`src/rtl/hub75_scan_reader.sv`:
```
// hub75_scan_reader
// Read side of a double-buffered display memory. Scans the front bank row by
// row and serialises one colour bit plane at a time onto a HUB75-style panel.
// Brightness comes from binary-weighted show times. The block owns the bank
// select (flip) and swaps banks only at a frame boundary, on request from the
// writer through a swap_req/swap_ack handshake.
//
// Panel timing notes:
//  - Sequencing state advances every clk; every panel output is a register
//    loaded from that state, so it appears one clk after the state.
//  - In SHIFT, column c is addressed during counts 2c and 2c+1. The memory
//    returns it during count 2c+1, where it is captured into r/g/b. sclk
//    rises one clk later, so data is set up for a full clk before each rise.
module hub75_scan_reader #(
   parameter int rows         = 8,
   parameter int columns      = 32,
   parameter int width        = 24,
   parameter int planes       = 8,
   parameter int base_time    = 1,
   parameter int blank_cycles = 2
) (
   input  logic                       clk,
   input  logic                       rst_n,
   input  logic                       swap_req,
   output logic                       swap_ack,
   output logic                       flip,
   output logic [$clog2(rows)-1:0]    rrow,
   output logic [$clog2(columns)-1:0] rcol,
   input  logic [width-1:0]           rdata,
   output logic                       frame_start,
   output logic                       r,
   output logic                       g,
   output logic                       b,
   output logic                       sclk,
   output logic                       lat,
   output logic                       oe_n,
   output logic [$clog2(rows)-1:0]    addr
);

   localparam int RW        = $clog2(rows);
   localparam int CW        = $clog2(columns);
   localparam int PW        = (planes > 1) ? $clog2(planes) : 1;
   localparam int SHIFT_LEN = 2 * columns + 2;
   localparam int SHOW_MAX  = base_time << (planes - 1);
   localparam int MAX_A     = (SHIFT_LEN > SHOW_MAX) ? SHIFT_LEN : SHOW_MAX;
   localparam int CNT_MAX   = (MAX_A > blank_cycles) ? MAX_A : blank_cycles;
   localparam int CNT_W     = $clog2(CNT_MAX + 1);

   localparam logic [CNT_W-1:0] SHIFT_LAST = CNT_W'(SHIFT_LEN - 1);
   localparam logic [CNT_W-1:0] DATA_LAST  = CNT_W'(SHIFT_LEN - 3);
   localparam logic [CNT_W-1:0] CLK_FIRST  = CNT_W'(2);
   localparam logic [CNT_W-1:0] BLANK_LAST = CNT_W'(blank_cycles - 1);
   localparam logic [RW-1:0]    ROW_LAST   = RW'(rows - 1);
   localparam logic [PW-1:0]    PLANE_LAST = PW'(planes - 1);
   localparam logic [2:0]       BIT_OFS    = 3'(8 - planes);

   localparam logic [1:0] ST_SHIFT = 2'd0;
   localparam logic [1:0] ST_BLANK = 2'd1;
   localparam logic [1:0] ST_LATCH = 2'd2;
   localparam logic [1:0] ST_SHOW  = 2'd3;

   logic [1:0]       state_r;
   logic [CNT_W-1:0] cnt_r;
   logic [RW-1:0]    row_r;
   logic [PW-1:0]    plane_r;
   logic             flip_r;
   logic             swap_ack_r;
   logic             red_r;
   logic             grn_r;
   logic             blu_r;
   logic             sclk_r;
   logic             lat_r;
   logic             oe_n_r;
   logic [RW-1:0]    addr_r;
   logic             frame_start_r;

   logic [CNT_W-1:0] show_last_s;
   logic [2:0]       bit_idx_s;
   logic [7:0]       red_word_s;
   logic [7:0]       grn_word_s;
   logic [7:0]       blu_word_s;
   logic             frame_end_s;
   logic [CW-1:0]    rcol_s;

   // Per-plane show length, colour bit selection and frame-end detection.
   always_comb begin
      show_last_s = (CNT_W'(base_time) << plane_r) - CNT_W'(1);
      bit_idx_s   = BIT_OFS + 3'(plane_r);
      red_word_s  = rdata[23:16];
      grn_word_s  = rdata[15:8];
      blu_word_s  = rdata[7:0];
      frame_end_s = (plane_r == PLANE_LAST) && (row_r == ROW_LAST);
   end

   // Memory column address: two SHIFT counts per column, parked at 0 elsewhere.
   always_comb begin
      rcol_s = {CW{1'b0}};
      if (state_r == ST_SHIFT) begin
         rcol_s = cnt_r[CW:1];
      end else begin
         rcol_s = {CW{1'b0}};
      end
   end

   // Scan sequencer: SHIFT -> BLANK -> LATCH -> SHOW, then plane/row/bank advance.
   always_ff @(posedge clk or negedge rst_n) begin
      if (!rst_n) begin
         state_r    <= ST_SHIFT;
         cnt_r      <= {CNT_W{1'b0}};
         row_r      <= {RW{1'b0}};
         plane_r    <= {PW{1'b0}};
         flip_r     <= 1'b0;
         swap_ack_r <= 1'b0;
      end else begin
         swap_ack_r <= 1'b0;
         case (state_r)
            ST_SHIFT: begin
               if (cnt_r == SHIFT_LAST) begin
                  state_r <= ST_BLANK;
                  cnt_r   <= {CNT_W{1'b0}};
               end else begin
                  cnt_r   <= cnt_r + CNT_W'(1);
               end
            end
            ST_BLANK: begin
               if (cnt_r == BLANK_LAST) begin
                  state_r <= ST_LATCH;
                  cnt_r   <= {CNT_W{1'b0}};
               end else begin
                  cnt_r   <= cnt_r + CNT_W'(1);
               end
            end
            ST_LATCH: begin
               state_r <= ST_SHOW;
               cnt_r   <= {CNT_W{1'b0}};
            end
            ST_SHOW: begin
               if (cnt_r == show_last_s) begin
                  state_r <= ST_SHIFT;
                  cnt_r   <= {CNT_W{1'b0}};
                  if (plane_r == PLANE_LAST) begin
                     plane_r <= {PW{1'b0}};
                     if (frame_end_s) begin
                        row_r <= {RW{1'b0}};
                        // Bank swap is only ever taken here, between frames.
                        if (swap_req) begin
                           flip_r     <= ~flip_r;
                           swap_ack_r <= 1'b1;
                        end
                     end else begin
                        row_r <= row_r + RW'(1);
                     end
                  end else begin
                     plane_r <= plane_r + PW'(1);
                  end
               end else begin
                  cnt_r <= cnt_r + CNT_W'(1);
               end
            end
            default: begin
               state_r <= ST_SHIFT;
               cnt_r   <= {CNT_W{1'b0}};
            end
         endcase
      end
   end

   // Registered panel drive, derived from the sequencer state one clk earlier.
   always_ff @(posedge clk or negedge rst_n) begin
      if (!rst_n) begin
         red_r         <= 1'b0;
         grn_r         <= 1'b0;
         blu_r         <= 1'b0;
         sclk_r        <= 1'b0;
         lat_r         <= 1'b0;
         oe_n_r        <= 1'b1;
         addr_r        <= {RW{1'b0}};
         frame_start_r <= 1'b0;
      end else begin
         sclk_r <= (state_r == ST_SHIFT) && !cnt_r[0] && (cnt_r >= CLK_FIRST);
         if ((state_r == ST_SHIFT) && cnt_r[0] && (cnt_r <= DATA_LAST)) begin
            red_r <= red_word_s[bit_idx_s];
            grn_r <= grn_word_s[bit_idx_s];
            blu_r <= blu_word_s[bit_idx_s];
         end
         lat_r  <= (state_r == ST_LATCH);
         oe_n_r <= (state_r != ST_SHOW);
         if (state_r == ST_LATCH) begin
            addr_r <= row_r;
         end
         frame_start_r <= (state_r == ST_SHIFT) && (cnt_r == {CNT_W{1'b0}}) &&
                          (row_r == {RW{1'b0}}) && (plane_r == {PW{1'b0}});
      end
   end

   assign swap_ack    = swap_ack_r;
   assign flip        = flip_r;
   assign rrow        = row_r;
   assign rcol        = rcol_s;
   assign frame_start = frame_start_r;
   assign r           = red_r;
   assign g           = grn_r;
   assign b           = blu_r;
   assign sclk        = sclk_r;
   assign lat         = lat_r;
   assign oe_n        = oe_n_r;
   assign addr        = addr_r;

endmodule
```
`config.mk`:
```
export PLATFORM = sky130hd
export DESIGN_NAME = hub75_scan_reader
export DESIGN_NICKNAME = d
export VERILOG_FILES = /design/src/rtl/hub75_scan_reader.sv
export SDC_FILE = /design/constraint.sdc
export NUM_CORES = 1
export LEC_CHECK = 0
export BUFFER_PORTS_ARGS = -buffer_cell sky130_fd_sc_hd__buf_2
export CORE_MARGIN = 2
export CORE_UTILIZATION = 33
export CTS_CLUSTER_SIZE = 12
export DETAILED_ROUTE_END_ITERATION = 10
export PLACE_DENSITY = 0.59
export SETUP_SLACK_MARGIN = 0.05
export SYNTH_ARGS = -nofsm -noshare
export SYNTH_HDL_FRONTEND = slang
export SYNTH_SLANG_ARGS = --single-unit
```
`constraint.sdc`:
```
create_clock -name clk -period 4.84 [get_ports clk]
set_input_delay 0.242 -clock clk [delete_from_list [all_inputs] [get_ports clk]]
set_output_delay 0.242 -clock clk [all_outputs]
set_load 0.01 [all_outputs]
```
== Word level (Yosys, flattened, before mapping) ==
Cells that the tools add are included.

* Output and inout bits: 20
* Register bits: 28
* Bits of input ports: 27
* Word-level logic and storage cells: 74

* Bitwise gates (word level): 1
* Add/sub/neg operators: 4
* Shift-type cells: 1
* Multiplexer cells: 22
* Reductions and logical operators: 17
* Equality and inequality tests: 12
* Order comparisons: 3

{| class="wikitable"
|+ Operator list
! cell !! count
|-
| $pmux W8 S4 || 1
|-
| $mux W8 || 3
|-
| $bmux W1 S3 || 3
|-
| $add A8 B1 Y8 const B || 1
|-
| $eq A8 B1 Y1 const B || 1
|-
| $eq A8 B7 Y1 const B || 1
|-
| $eq A8 B8 Y1 || 1
|-
| $ge A8 B2 Y1 const B || 1
|-
| $le A8 B6 Y1 const B || 1
|-
| $logic_and A1 B1 Y1 || 8
|-
| $logic_not A8 Y1 || 1
|-
| $mux W1 || 8
|-
| $ne A2 B2 Y1 const B || 4
|-
| $pmux W2 S4 || 1
|-
| $shl A1 B3 Y8 const A || 1
|-
| $sub A8 B2 Y8 const B || 1
|-
| $add A3 B1 Y3 const B || 2
|-
| $eq A3 B3 Y1 const B || 2
|-
| $logic_not A3 Y1 || 2
|-
| $mux W2 || 3
|-
| $mux W3 || 2
|-
| $reduce_and A3 Y1 || 2
|-
| $mux W5 || 1
|-
| $reduce_and A5 Y1 || 1
|-
| 7 further kinds || 8
|}

== Logic depth before layout (Yosys ltp) ==
* Depth in word-level cells: 6
* Depth in mapped cells: 12
* Mapped depth without buffers: 10

== Worst setup path after synthesis ==
No wires, ideal clock.

* Path kind: register to register
* Start: register plane_r[0]
* End: register cnt_r[0]
* Data arrival time: 3.372 ns
* Cell stages (with the launch flop): 13
* Slack: 1.326 ns
* Library setup time: 0.142 ns
* Clock period less this slack: 3.514 ns
* Required time: 4.698 ns
* Cell sequence: dfrtp_1 > clkbuf_1 > inv_1 > ha_1 > buf_2 > nand2_1 > ha_1 > or3b_1 > a32oi_1 > or4b_4 > or3_4 > o21ai_1 > a21oi_1

* Cells in the longest elaborated chain, start to end: 5

{| class="wikitable"
|+ RTL lines
! element !! RTL line !! text
|-
| start, declared || 65 || <nowiki>logic [PW-1:0] plane_r;</nowiki>
|-
| start signal, assigned || 111 || <nowiki>plane_r <= {PW{1'b0}};</nowiki>
|-
| start signal, assigned || 142 || <nowiki>plane_r <= {PW{1'b0}};</nowiki>
|-
| start signal, assigned || 154 || <nowiki>plane_r <= plane_r + PW'(1);</nowiki>
|-
| $shl A1 B3 Y8 || 87 || <nowiki>show_last_s = (CNT_W'(base_time) << plane_r) - CNT_W'(1);</nowiki>
|-
| $sub A8 B2 Y8 || 87 ||
|-
| $eq A8 B8 Y1 || 138 || <nowiki>if (cnt_r == show_last_s) begin</nowiki>
|-
| $mux W8 || 138 ||
|-
| $pmux W8 S4 || 116 || <nowiki>case (state_r)</nowiki>
|-
| end signal, assigned || 120 || <nowiki>cnt_r <= {CNT_W{1'b0}};</nowiki>
|-
| end signal, assigned || 122 || <nowiki>cnt_r <= cnt_r + CNT_W'(1);</nowiki>
|-
| end signal, assigned || 140 || <nowiki>cnt_r <= {CNT_W{1'b0}};</nowiki>
|-
| end, declared || 63 || <nowiki>logic [CNT_W-1:0] cnt_r;</nowiki>
|}

No other way between the ends.
A chain may end at the register's enable or synchronous reset.

== Final worst setup path ==
Same ends and word-level chain as after synthesis.

==> flow_summary.ini <==
[yosys]
yosysWarningCount = 0
synth-seq-cells = 28
ys_seq_area_share_pct = 34.9
ys_dominant_reg_cell = dfrtp_1
syn-instance-count = 203
ys_types = 51
synthArstFlopShare_pct = 100
mappedNetlistArea_um2 = 2010
avgSynthCellArea_um2 = 9.90
synth_edf_count = 0
syn_nets = 249

[sta]
timing.fmax_mhz = 262
worstMarginPinSlew_ns = 0.671
setup_ws_ns = 1.02
hold_viol = 0
setup_viol = 0
worst_slew_margin_rel_pct = 55.3
worst_hold_slack_ns = 0.187
fin_crit_ns = 3.82
skew_ns = 0.00517
grt_setup_unrepaired = no
fin_crit_sh_pct = 78.9
maxSlewViolCount = 0
fin_tns_setup_ns = 0

[grt]
grt_pass1_wl_mm = 7.33
grt_max_degree = 29
grt.total_usage_pct = 14.2
grt_pass1_vias = 1554
antenna_found_initial = 0
grt_overflow = 0

[pwr]
ir_drop_mv = 0.115
power_per_cell_area_nw_per_um2 = 174
leakage_nw = 1.11
total_power_w = 0.000411

[worst_setup_path]
cpPeakStageDelay_ns = 0.63
path_buf_inv = 1
rr_worst_depth = 10
path_delay_family = simple AND/OR/NAND/NOR gates
criticalPathCategory = reg -> reg
critPathArrivalTime_ns = 3.96
slowest_stage = dfrtp_1
cp-end-kind = flip-flop
path_depth = 10
cp.required_ns = 4.98
cp-start-kind = flip-flop
worstPathCellList = inv_1 > ha_1 > nand2_1 > ha_1 > or3b_1 > a32oi_1 > or4b_4 > or3_4 > o21ai_1 > a21oi_1
cp_max_fo = 11
path_common_cell = ha_1

[clocking]
cts_sinks = 28
cts_hold_buffers = 1
cts_tree = done
clk_path_buf_depth = 2
clkTransAtPathRegs_ns = 0.10
clockRootBuffer = clkbuf_8
cts_buffers = 3
cts_setup_buffers = 0
htreeDepth = 1
cts_resized = 0
clock_latency_ns = 0.28

[place]
globalplace.congestion = 0.886
dp.cells = 316
port_buffers = 46
dpl.hpwl_mm = 3.49
post-place-ws_ns = 1.07

[routing]
wl_mm = 4.66
postRouteAntennaNets = 0
wl_per_cell_um = 14.5
drc = 0
vias_per_cell = 5.19
initialDrtViolationCount = 159
dr.pass1.iters = 6
via_count = 1665

[hold_path]
whs_path_depth = 3
hold_path_class = in -> reg

[floorplan]
ioPinCount = 47
core_area_um2 = 5890
die_y_um = 82.0
start_util_pct = 34.1
rows = 28
dieWidth_um = 82.0
die_area_um2 = 6730

[run]
drv_cap = 0

[final_layout]
drive_gt1_share_pct = 28.5
nNetsFinal = 293
area_growth_pct = 17.7
diodes = 0
stdcell_count = 321

[status]
outcome = finished, final reports clean
==> path summary, 6_finish.rpt <==
path	from	to	slack [ns]
min in group asynchronous	rst_n	cnt_r[2]	0.53
hold / removal	swap_req	swap_ack	0.19
setup reg to reg	plane_r[0]	cnt_r[0]	1.02
setup / recovery	plane_r[0]	cnt_r[0]	1.02
max in group asynchronous	rst_n	flip	3.89
hold reg to reg	flip	flip	0.48
==> cell usage after synthesis, types with 2 or more instances <==
cell / instances / area share [%]
nand2b_1: 3 / 0.93
o211ai_1: 2 / 0.75
o21ai_0: 4 / 1.0
o31ai_1: 2 / 0.75
mux4_2: 6 / 6.7
clkbuf_1: 4 / 0.75
and2_1: 5 / 1.6
nand3_1: 8 / 2.0
o22a_1: 2 / 0.87
nand2_1: 12 / 2.2
xnor2_1: 3 / 1.3
buf_2: 3 / 0.75
nor2b_1: 3 / 0.93
mux2_2: 5 / 2.8
nor2_1: 13 / 2.4
inv_1: 13 / 2.4
a21oi_1: 15 / 3.7
mux2i_1: 5 / 2.5
a31oi_1: 2 / 0.62
nand4_1: 2 / 0.62
ha_1: 19 / 12
nor3_1: 6 / 1.5
dfrtp_1: 27 / 34
or2_2: 2 / 0.62
xor2_1: 9 / 3.9
nor4b_1: 3 / 1.3
==> per-layer routing <==
| metal | track usage (%) | share of wire, % | vias to the layer above |
|---|---|---|---|
| li1 | - | - | 814 |
| met1 | 19.5 | 46 | 800 |
| met2 | 22.5 | 48 | 43 |
| met3 | 1.87 | 3.7 | 8 |
| met4 | 5.83 | 1.6 | 0 |
| met5 | 0 | 0 | - |
==> logic make-up (layout without fill, tap and decap cells) <==
logic type	count (synthesis)	after routing	synth area share (%)
flip-flops	28	28	34.9
XOR/XNOR	12	12	5.23
AND/OR/NAND/NOR	71	71	20.7
AO/OA/AOI/OAI	35	35	11.0
buffers and inverters	22	65	4.30
adder cells (fa/ha/maj)	19	19	11.8
multiplexers	16	16	12.0
==> cell type report <==
type | count | area (µm²)
Fill cell | 613 | 3520
Multi-Input combinational cell | 153 | 1220
Sequential cell | 28 | 702
Timing Repair Buffer | 47 | 240
Tap cell | 75 | 93.8
Clock buffer | 4 | 55.1
Inverter | 14 | 52.6
==> metrics by stage <==
step | instance area (µm²) | util [%]
3_3_place_gp | 2300 | 39.1
6_report | 2360 | 40.2
3_5_place_dp | 2300 | 39.1
2_1_floorplan | 2010 | -
4_1_cts | 2360 | 40.2
5_1_grt | 2360 | 40.2
==> worst reg2reg max path: stages (launching register included) <==
cell,delay (ns)
dfrtp_1,0.63
inv_1,0.15
ha_1,0.34
nand2_1,0.13
ha_1,0.26
or3b_1,0.40
a32oi_1,0.23
or4b_4,0.51
or3_4,0.37
o21ai_1,0.51
a21oi_1,0.14
==> sequential cells by signal, indices dropped and copies added (netlist names) <==
signal and flops:
addr 3, b 1, cnt_r 8, flip 1
frame_start 1, g 1, lat 1, oe_n 1
plane_r 3, r 1, rrow 3, sclk 1
state_r 2, swap_ack 1
==> power by group <==
| group | internal [W] | switching, W | leakage, nW |
|---|---|---|---|
| sequential | 0.000235 | 0.000000687 | 0.362 |
| clock | 0.0000730 | 0.0000795 | 0.0288 |
| combinational | 0.0000128 | 0.00000962 | 0.723 |
==> cell usage in the layout, fill, tap and decap left out, drive strengths merged, types with 4 or more instances in the layout <==
cell | Yosys | final
buf | 4 | 46
dfrtp | 27 | 27
ha | 19 | 19
a21oi | 15 | 15
inv | 14 | 14
nor2 | 13 | 13
nand2 | 13 | 13
xor2 | 9 | 9
nand3 | 8 | 8
nor3 | 6 | 6
mux4 | 6 | 6
and2 | 5 | 5
mux2i | 5 | 5
mux2 | 5 | 5
o21ai | 5 | 5
clkbuf | 4 | 4
No activity file was read; power rests on OpenSTA's default activity.
